==> config.mk <==
export PLATFORM = sky130hd
export DESIGN_NAME = pipe_hazard_ctrl
export DESIGN_NICKNAME = d
export VERILOG_FILES = /design/src/rtl/pipe_hazard_ctrl.sv
export SDC_FILE = /design/constraint.sdc
export NUM_CORES = 1
export LEC_CHECK = 0
export CORE_AREA = 3 3 115 90
export CTS_CLUSTER_SIZE = 24
export DETAILED_ROUTE_END_ITERATION = 6
export DIE_AREA = 0 0 118 93
export PLACE_DENSITY_LB_ADDON = 0.12
export SLEW_MARGIN = 5
export SYNTH_ARGS = -nofsm -noshare
export SYNTH_HDL_FRONTEND = slang
export SYNTH_SLANG_ARGS = --single-unit
==> constraint.sdc <==
create_clock -name clk -period 2.7 [get_ports clk]
set_clock_uncertainty 0.15 [all_clocks]
set_input_delay 0.405 -clock clk [delete_from_list [all_inputs] [get_ports clk]]
set_output_delay 0.405 -clock clk [all_outputs]
set_load 0.05 [all_outputs]
==> src/rtl/pipe_hazard_ctrl.sv <==
// Hazard and stall sequencer for the 5-stage pipeline.
// Detects RAW hazards between the D-stage sources and the E/M destinations.
// Holds D-stage MDU instructions while the multi-cycle mult/div unit is busy.
// Drives the PC and F/D enables and the D/E bubble clear.
// Counts stalled cycles in a saturating performance counter.
module pipe_hazard_ctrl #(
    parameter int MULT_CYC = 5,
    parameter int DIV_CYC  = 10,
    parameter int CNT_W    = 32
) (
    input  logic             clk,
    input  logic             reset,        // active-low, asynchronous
    input  logic [4:0]       d_rs_addr,
    input  logic [4:0]       d_rt_addr,
    input  logic [1:0]       d_rs_tuse,
    input  logic [1:0]       d_rt_tuse,
    input  logic             d_is_md,
    input  logic [4:0]       e_wa,
    input  logic [1:0]       e_tnew,
    input  logic             e_md_start,
    input  logic             e_md_is_div,
    input  logic [4:0]       m_wa,
    input  logic [1:0]       m_tnew,
    output logic             stall,
    output logic             pc_we,
    output logic             d_we,
    output logic             e_clr,
    output logic             md_busy,
    output logic [CNT_W-1:0] stall_cnt
);

    localparam int MD_MAX = (MULT_CYC > DIV_CYC) ? MULT_CYC : DIV_CYC;
    localparam int MD_W   = $clog2(MD_MAX + 1);
    localparam logic [MD_W-1:0] MULT_LD = MD_W'(MULT_CYC);
    localparam logic [MD_W-1:0] DIV_LD  = MD_W'(DIV_CYC);

    logic [MD_W-1:0]  md_cnt_q, md_cnt_d;
    logic [CNT_W-1:0] stall_cnt_q, stall_cnt_d;

    logic rs_e, rs_m, rt_e, rt_m;
    logic raw_hz, md_stall, hz;

    // RAW terms: a source needed sooner than the producer can forward it.
    // r0 is never a real dependency; tuse=3 cannot be below tnew<=2.
    always_comb begin
        rs_e = (d_rs_addr != 5'd0) && (d_rs_addr == e_wa) && (d_rs_tuse < e_tnew);
        rs_m = (d_rs_addr != 5'd0) && (d_rs_addr == m_wa) && (d_rs_tuse < m_tnew);
        rt_e = (d_rt_addr != 5'd0) && (d_rt_addr == e_wa) && (d_rt_tuse < e_tnew);
        rt_m = (d_rt_addr != 5'd0) && (d_rt_addr == m_wa) && (d_rt_tuse < m_tnew);
        raw_hz = rs_e | rs_m | rt_e | rt_m;
    end

    // MDU hazard covers the start cycle itself through e_md_start, since the
    // counter only reports busy from the following edge.
    always_comb begin
        md_stall = d_is_md & ((md_cnt_q != '0) | e_md_start);
        hz       = raw_hz | md_stall;
    end

    // Pipeline control; reset forces a frozen front end and a bubble in E.
    always_comb begin
        stall   = reset & hz;
        pc_we   = reset & ~hz;
        d_we    = reset & ~hz;
        e_clr   = ~reset | hz;
        md_busy = (md_cnt_q != '0);
        stall_cnt = stall_cnt_q;
    end

    // MDU busy counter: load only from idle so an extra start cannot extend it.
    always_comb begin
        md_cnt_d = md_cnt_q;
        if (e_md_start && (md_cnt_q == '0)) begin
            md_cnt_d = e_md_is_div ? DIV_LD : MULT_LD;
        end else if (md_cnt_q != '0) begin
            md_cnt_d = md_cnt_q - MD_W'(1);
        end
    end

    // Stall counter advances once per stalled cycle and sticks at all-ones.
    always_comb begin
        stall_cnt_d = stall_cnt_q;
        if (stall && !(&stall_cnt_q)) begin
            stall_cnt_d = stall_cnt_q + CNT_W'(1);
        end
    end

    // State registers; reset clears any in-flight MDU count and statistics.
    always_ff @(posedge clk or negedge reset) begin
        if (!reset) begin
            md_cnt_q    <= '0;
            stall_cnt_q <= '0;
        end else begin
            md_cnt_q    <= md_cnt_d;
            stall_cnt_q <= stall_cnt_d;
        end
    end

endmodule
==> reports/metrics.cfg, run 1 <==
[clock_tree]
ctsHoldBuffers = 0
cts_buffers = 5
clk_pin_slew_ps = 60
htreeDepth = 2
clk_latency_ps = 280
cts_tree = done
root_buffer = clkbuf_16
cts_sinks = 36
clockBufferDepth = 2

[worst_setup_path]
crit_slowest_cell = or4_1
required_ps = 2140
critPathCaptureType = output port
critPathLaunchType = primary input
worst_ep_arrival_time_ps = 2080
crit_buf_inv = 4
cp_top_family = simple AND/OR/NAND/NOR gates
path_max_fanout = 3
path_class = primary input to output port
crit_path_max_incr_delay_ps = 520
crit_chain = dlygate4sd2_1, or4_1, nor2_1, a21oi_2, buf_4, o31ai_4, inv_4, buf_8

[final_layout]
multi_input_area_mm2 = 0.00152
diodes = 0
final_cells = 457
ff_latch_area_um2 = 901
n_fill_cell = 941
syn2layout_area_growth_pct = 60.9
drive_gt1_share_pct = 24.9
nets = 365

[die]
io_pins = 70
core_mm2 = 0.00943
die_h_um = 93
rows = 31
die_w_um = 118
die-area_mm2 = 0.0110
start_util_pct = 24.5

[power_and_ir_drop]
ir_worst_vdd_v = 0.000623
p_leak_nw = 1.61
p_total_mw = 2.16
pwr_density_cell_mw_per_mm2 = 580

[placed_design]
gp_congestion = 0.823
dpl.hpwl_um = 4740
portBuffers = 69
dp_cells = 448

[routing]
ant_nets = 0
via_count = 1954
wl_met2_um = 2650
drt_iter0_drc = 56
viasPerCell = 4.28
drcViolationCount = 0
firstDrtPassIters = 4
routed-wl-met3_um = 233
top_layer = met4
wl_met1_um = 3220
routed_wl_um = 6150
wl_per_cell_um = 13.5

[global_routing]
gr-total-overflow = 0
grt_usage_pct = 11.2
grt_antenna_before_repair = 0
grt_first_pass_wirelength_um = 9930
grt_max_degree = 37
grt_pass1_vias = 1925

[logic_synthesis]
postSynthCellCount = 229
syn-num-nets = 269
synth-seq-area-share_pct = 39.0
synth_cell_type_count = 37
synth_seq_cells = 36
yosys_warnings = 0
netlist_area_mm2 = 0.00231
avgSynthCellArea_um2 = 10.1

[sta]
final.min_clock_period_ps = 2640
drv_slew = 0
fin_crit_sh_pct = 97.7
finalHoldViolCount = 0
slew_headroom_pct = 64.6
fmax_mhz = 379
setup_viol_count_final = 0
worst-slew-pin-transition_ps = 529

[outcome]
status = finished, final reports clean

[hold_path]
hold_path_class = primary input to asynchronous set/reset pin

[flow_run]
maxCapViolCount = 0

layer usage:
layer,up-vias,track usage (%)
li1,990,-
met1,923,16.7
met2,37,16.0
met3,4,2.96
met4,0,2.34
met5,-,0
cell usage after synthesis:
master	number	area, um^2
nor2_1	15	56.3
and4_1	2	17.5
and2_2	1	7.51
nand3_1	13	65.1
xnor2_1	14	123
and2_1	1	6.26
buf_2	2	10.0
nand3b_1	3	22.5
nor2b_1	1	6.26
and3_4	1	11.3
nor4b_2	2	30.0
o21a_1	1	7.51
a32oi_1	1	8.76
clkbuf_2	1	5.00
nor4_2	14	175
and3_1	8	50.1
ha_1	7	87.6
buf_4	2	15.0
o21ai_0	8	40.0
nor4_1	3	18.8
inv_1	10	37.5
buf_6	2	22.5
a21oi_2	2	17.5
nor3b_1	5	37.5
o211ai_1	1	7.51
a21oi_1	1	5.00
or3_1	1	6.26
nor3_1	6	30.0
xor2_1	38	333
nand2_1	14	52.6
nand4_1	5	31.3
inv_2	3	11.3
nand2b_1	1	6.26
mux2_1	1	11.3
dfrtp_1	36	901
o31ai_4	1	21.3
or4_1	2	15.0
sequential cells by signal, summed over array words and instances, names as in the netlist:
signal / cells
md_cnt_q: 4
stall_cnt: 32
logic make-up after synthesis:
kind of cell,after synthesis,share of synthesized area [%]
and+or+nand+nor,98,28.0
muxes,1,0.488
DFF,36,39.0
adders and majority gates,7,3.79
xor gates and xnor gates,52,19.7
buffers and inverters,20,4.39
AOI/OAI and AO/OA,15,4.66
timing repair:
action                                  CTS  global route
setup buffers                             2             1
endpoints found under the setup margin    4            29
gates resized for setup                  26            40
pin swaps                                13            26
final cells by class:
cell class	count	share of cell area (%)
multi-input combinational	173	40.9
inverter	13	1.48
sequential	36	24.2
tap	132	4.44
clock buffer	6	3.47
clock inverter	1	0.135
timing repair buffer	96	25.4
placed cells by master, fill, tap and decap left out, drive strengths merged:
cell type       n
o21ai           8
inv            12
xor2           38
nand3          13
dlygate4sd2    12
mux2            1
clkinv          1
and2            2
and4            2
xnor2          14
nand4           5
o21a            1
a21oi           3
and3            9
nor2b           1
nor4           17
clkbuf          6
buf            33
clkinvlp        1
o211ai          1
clkdlybuf4s15   3
nor3b           5
or4             2
nand2          14
dlymetal6s2s    4
ha              7
nor2           15
a32oi           1
dfrtp          36
nor4b           2
nand2b          1
o31ai           1
or3             1
nor3            6
nand3b          3
clkdlybuf4s50  44
worst paths after layout:
path	cells past startpoint	slack, ps	to	from
max reg2reg	12	250	stall_cnt[25]	md_cnt_q[0]
min reg2reg	1	330	stall_cnt[27]	stall_cnt[27]
max in group asynchronous	2	1940	stall_cnt[6]	reset
max	8	60	stall	d_rs_addr[2]
min	2	120	md_cnt_q[2]	reset
min in group clk	1	330	stall_cnt[27]	stall_cnt[27]
per-stage QoR:
| step | cell area, um^2 | hold WS (ps) | setup TNS (ps) | util, % | setup WS (ps) |
|---|---|---|---|---|---|
| after floorplan | 2320 | -40.6 | 0 | - | 0.779 |
| final | 3720 | 120 | 0 | 39.4 | 62.9 |
| after global routing | 3720 | 166 | -4.62 | 39.4 | -4.62 |
| after CTS | 3520 | 146 | -11.6 | 37.3 | -6.82 |
| after global placement | 3350 | 330 | -5490 | 35.6 | -244 |
| after detailed placement | 3350 | 335 | -3630 | 35.6 | -184 |
power by group:
part | switching, mW | internal (mW)
Clock | 0.215 | 0.335
Combinational | 0.510 | 0.349
Sequential | 0.108 | 0.638
Total | 0.833 | 1.32
No activity file was read; power rests on OpenSTA's default activity.
==> run 2, diff against run 1 <==
--- a/config.mk
+++ b/config.mk
@@ -5,11 +5,14 @@
 export SDC_FILE = /design/constraint.sdc
 export NUM_CORES = 1
 export LEC_CHECK = 0
+export CELL_PAD_IN_SITES_DETAIL_PLACEMENT = 0
+export CELL_PAD_IN_SITES_GLOBAL_PLACEMENT = 1
 export CORE_AREA = 3 3 115 90
 export CTS_CLUSTER_SIZE = 24
 export DETAILED_ROUTE_END_ITERATION = 6
 export DIE_AREA = 0 0 118 93
 export PLACE_DENSITY_LB_ADDON = 0.12
+export SETUP_SLACK_MARGIN = 0.3
 export SLEW_MARGIN = 5
 export SYNTH_ARGS = -nofsm -noshare
 export SYNTH_HDL_FRONTEND = slang
==> reports/metrics.cfg, run 2 (same netlist as run 1, synthesis figures left out) <==
[power_and_ir_drop]
pwr_density_cell_mw_per_mm2 = 593  ; +2.3%
p_leak_nw = 1.60  ; -0.83%
ir_worst_vdd_v = 0.000617  ; -0.92%
p_total_mw = 2.27  ; +5.3%

[sta]
worst-slew-pin-transition_ps = 526  ; -3.24 ps
drv_slew = 0  ; unchanged
rsz0062_at_grt = yes
final.min_clock_period_ps = 2420  ; -218 ps
setup_viol_count_final = 0  ; unchanged
slew_headroom_pct = 64.8  ; +0.22 points
fmax_mhz = 413  ; +9.0%
finalHoldViolCount = 0  ; unchanged
worst_slack_ps = 281  ; +218 ps
fin_crit_sh_pct = 89.6  ; -8.1 points

[final_layout]
multi_input_area_mm2 = 0.00165  ; +8.7%
diodes = 0  ; unchanged
n_fill_cell = 965  ; +2.6%
ff_latch_area_um2 = 905  ; +0.42%
nets = 367  ; +0.55%
largest_reg_flops = 32  ; unchanged
mostFrequentLayoutCells = 36 x clkdlybuf4s50_1, 34 x xor2_1, 33 x dfrtp_1
final_common_cell = clkdlybuf4s50_1
syn2layout_area_growth_pct = 65.7
drive_gt1_share_pct = 38.1  ; +13 points

[flow_run]
maxCapViolCount = 0  ; unchanged

[worst_setup_path]
path_max_fanout = 2  ; -1
path_class = primary input to output port
critPathCaptureType = output port
critPathLaunchType = primary input
worst_ep_arrival_time_ps = 1860  ; -220 ps
required_ps = 2140  ; about the same

[routing]
drcViolationCount = 0  ; unchanged
routed_wl_um = 6260  ; +1.8%
ant_nets = 0  ; unchanged
viasPerCell = 4.23  ; -0.96%
firstDrtPassIters = 4  ; unchanged
drt_iter0_drc = 57  ; +1.8%
via_count = 1948  ; -0.31%
wl_per_cell_um = 13.6  ; +1.1%

[die]
die_w_um = 118  ; unchanged
die-area_mm2 = 0.0110  ; unchanged
core_mm2 = 0.00943  ; unchanged
io_pins = 70  ; unchanged
start_util_pct = 24.5  ; unchanged
rows = 31  ; unchanged
die_h_um = 93  ; unchanged

[clock_tree]
root_buffer = clkbuf_16
clk_latency_ps = 280  ; about the same
clk_pin_slew_ps = 60  ; about the same
cts_buffers = 5  ; unchanged
cts_sinks = 36  ; unchanged
cts_tree = done
htreeDepth = 2  ; unchanged
ctsHoldBuffers = 0  ; unchanged
clockBufferDepth = 2  ; unchanged

[global_routing]
grt_first_pass_wirelength_um = 10200  ; +2.7%
gr-total-overflow = 0  ; unchanged
grt_usage_pct = 11.5  ; +0.34 points
grt_pass1_vias = 2049  ; +6.4%
grt_max_degree = 37  ; unchanged
grt_antenna_before_repair = 0  ; unchanged

[placed_design]
gp_congestion = 0.778  ; -5.5%
dpl.hpwl_um = 4860  ; +2.5%
pre_cts_ws_ps = -230  ; -46.9 ps
portBuffers = 69  ; unchanged

[outcome]
status = finished, final reports clean

[hold_path]
hold_path_class = primary input to asynchronous set/reset pin

## run 2: cell types whose count changed in the layout (fill, tap and decap cells not counted), sizes merged
cell           previous run  this run
buf                      33        54
clkdlybuf4s15             3         1
dlymetal6s2s              4         0
clkbuf                    6         8
dlygate4sd2              12         6
clkinvlp                  1         2
clkinv                    1         0
clkdlybuf4s50            44        36
## run 2: routing by layer
metal / GRT usage, % / share of wire (%) / vias up / routed length (um)
met4: 2.34 / 0.69 / 0 / 43
li1: - / - / 991 / -
met5: 0 / 0 / - / 0
met3: 2.96 / 3.7 / 5 / 230
met1: 16.9 / 52 / 918 / 3260
met2: 17.0 / 44 / 34 / 2730
## run 2: final cells by class
| type | instances | share of cell area [%] |
|---|---|---|
| Clock buffer | 7 | 3.73 |
| Tap cell | 132 | 4.32 |
| Sequential cell | 36 | 23.6 |
| Timing Repair Buffer | 98 | 23.5 |
| Inverter | 13 | 1.50 |
| Clock inverter | 1 | 0.196 |
| Multi-Input combinational cell | 173 | 43.2 |
## run 2: worst paths after layout
kind / depth (start not counted) / from / end / slack [ps]
worst min-delay path: 2 / reset / md_cnt_q[2] / 140
max in group asynchronous: 2 / reset / stall_cnt[0] / 1890
worst max-delay path: 8 / d_rs_addr[4] / stall / 280
min in group clk: 1 / stall_cnt[14] / stall_cnt[14] / 340
worst min register to register: 1 / stall_cnt[14] / stall_cnt[14] / 340
worst max register to register: 7 / stall_cnt[2] / stall_cnt[25] / 440
## run 2: power by group
part	switching [mW]	leakage, nW	internal (mW)
registers	0.111	0.453	0.642
clock network	0.220	0.0701	0.368
logic	0.538	1.07	0.391
total	0.869	1.60	1.40
## run 2: worst max-delay path: stages
cell and delay, ps:
buf_2 110, buf_6 110, or4_4 490, nor2_4 140
a21oi_4 60, o31ai_4 310, inv_2 80, buf_8 150
## run 2: timing repair
item,4_1_cts,5_1_grt
endpoints found under the setup margin,36,21
pin swaps,25,28
resized for setup,131,40
gates cloned,0,0
buffers inserted,5,2
## run 2: per-stage QoR
| stage | utilization (%) | hold WS, ps | instance area (um^2) | TNS, ps | instances |
|---|---|---|---|---|---|
| 2_1_floorplan | - | -40.6 | 2340 | 0 | 229 |
| 3_3_place_gp | 35.2 | 326 | 3320 | -3210 | 445 |
| 3_5_place_dp | 35.2 | 332 | 3320 | -4550 | 445 |
| 4_1_cts | 38.3 | 178 | 3610 | 0 | 458 |
| 5_1_grt | 40.6 | 194 | 3830 | 0 | 460 |
| 6_report | 40.6 | 138 | 3830 | 0 | 460 |
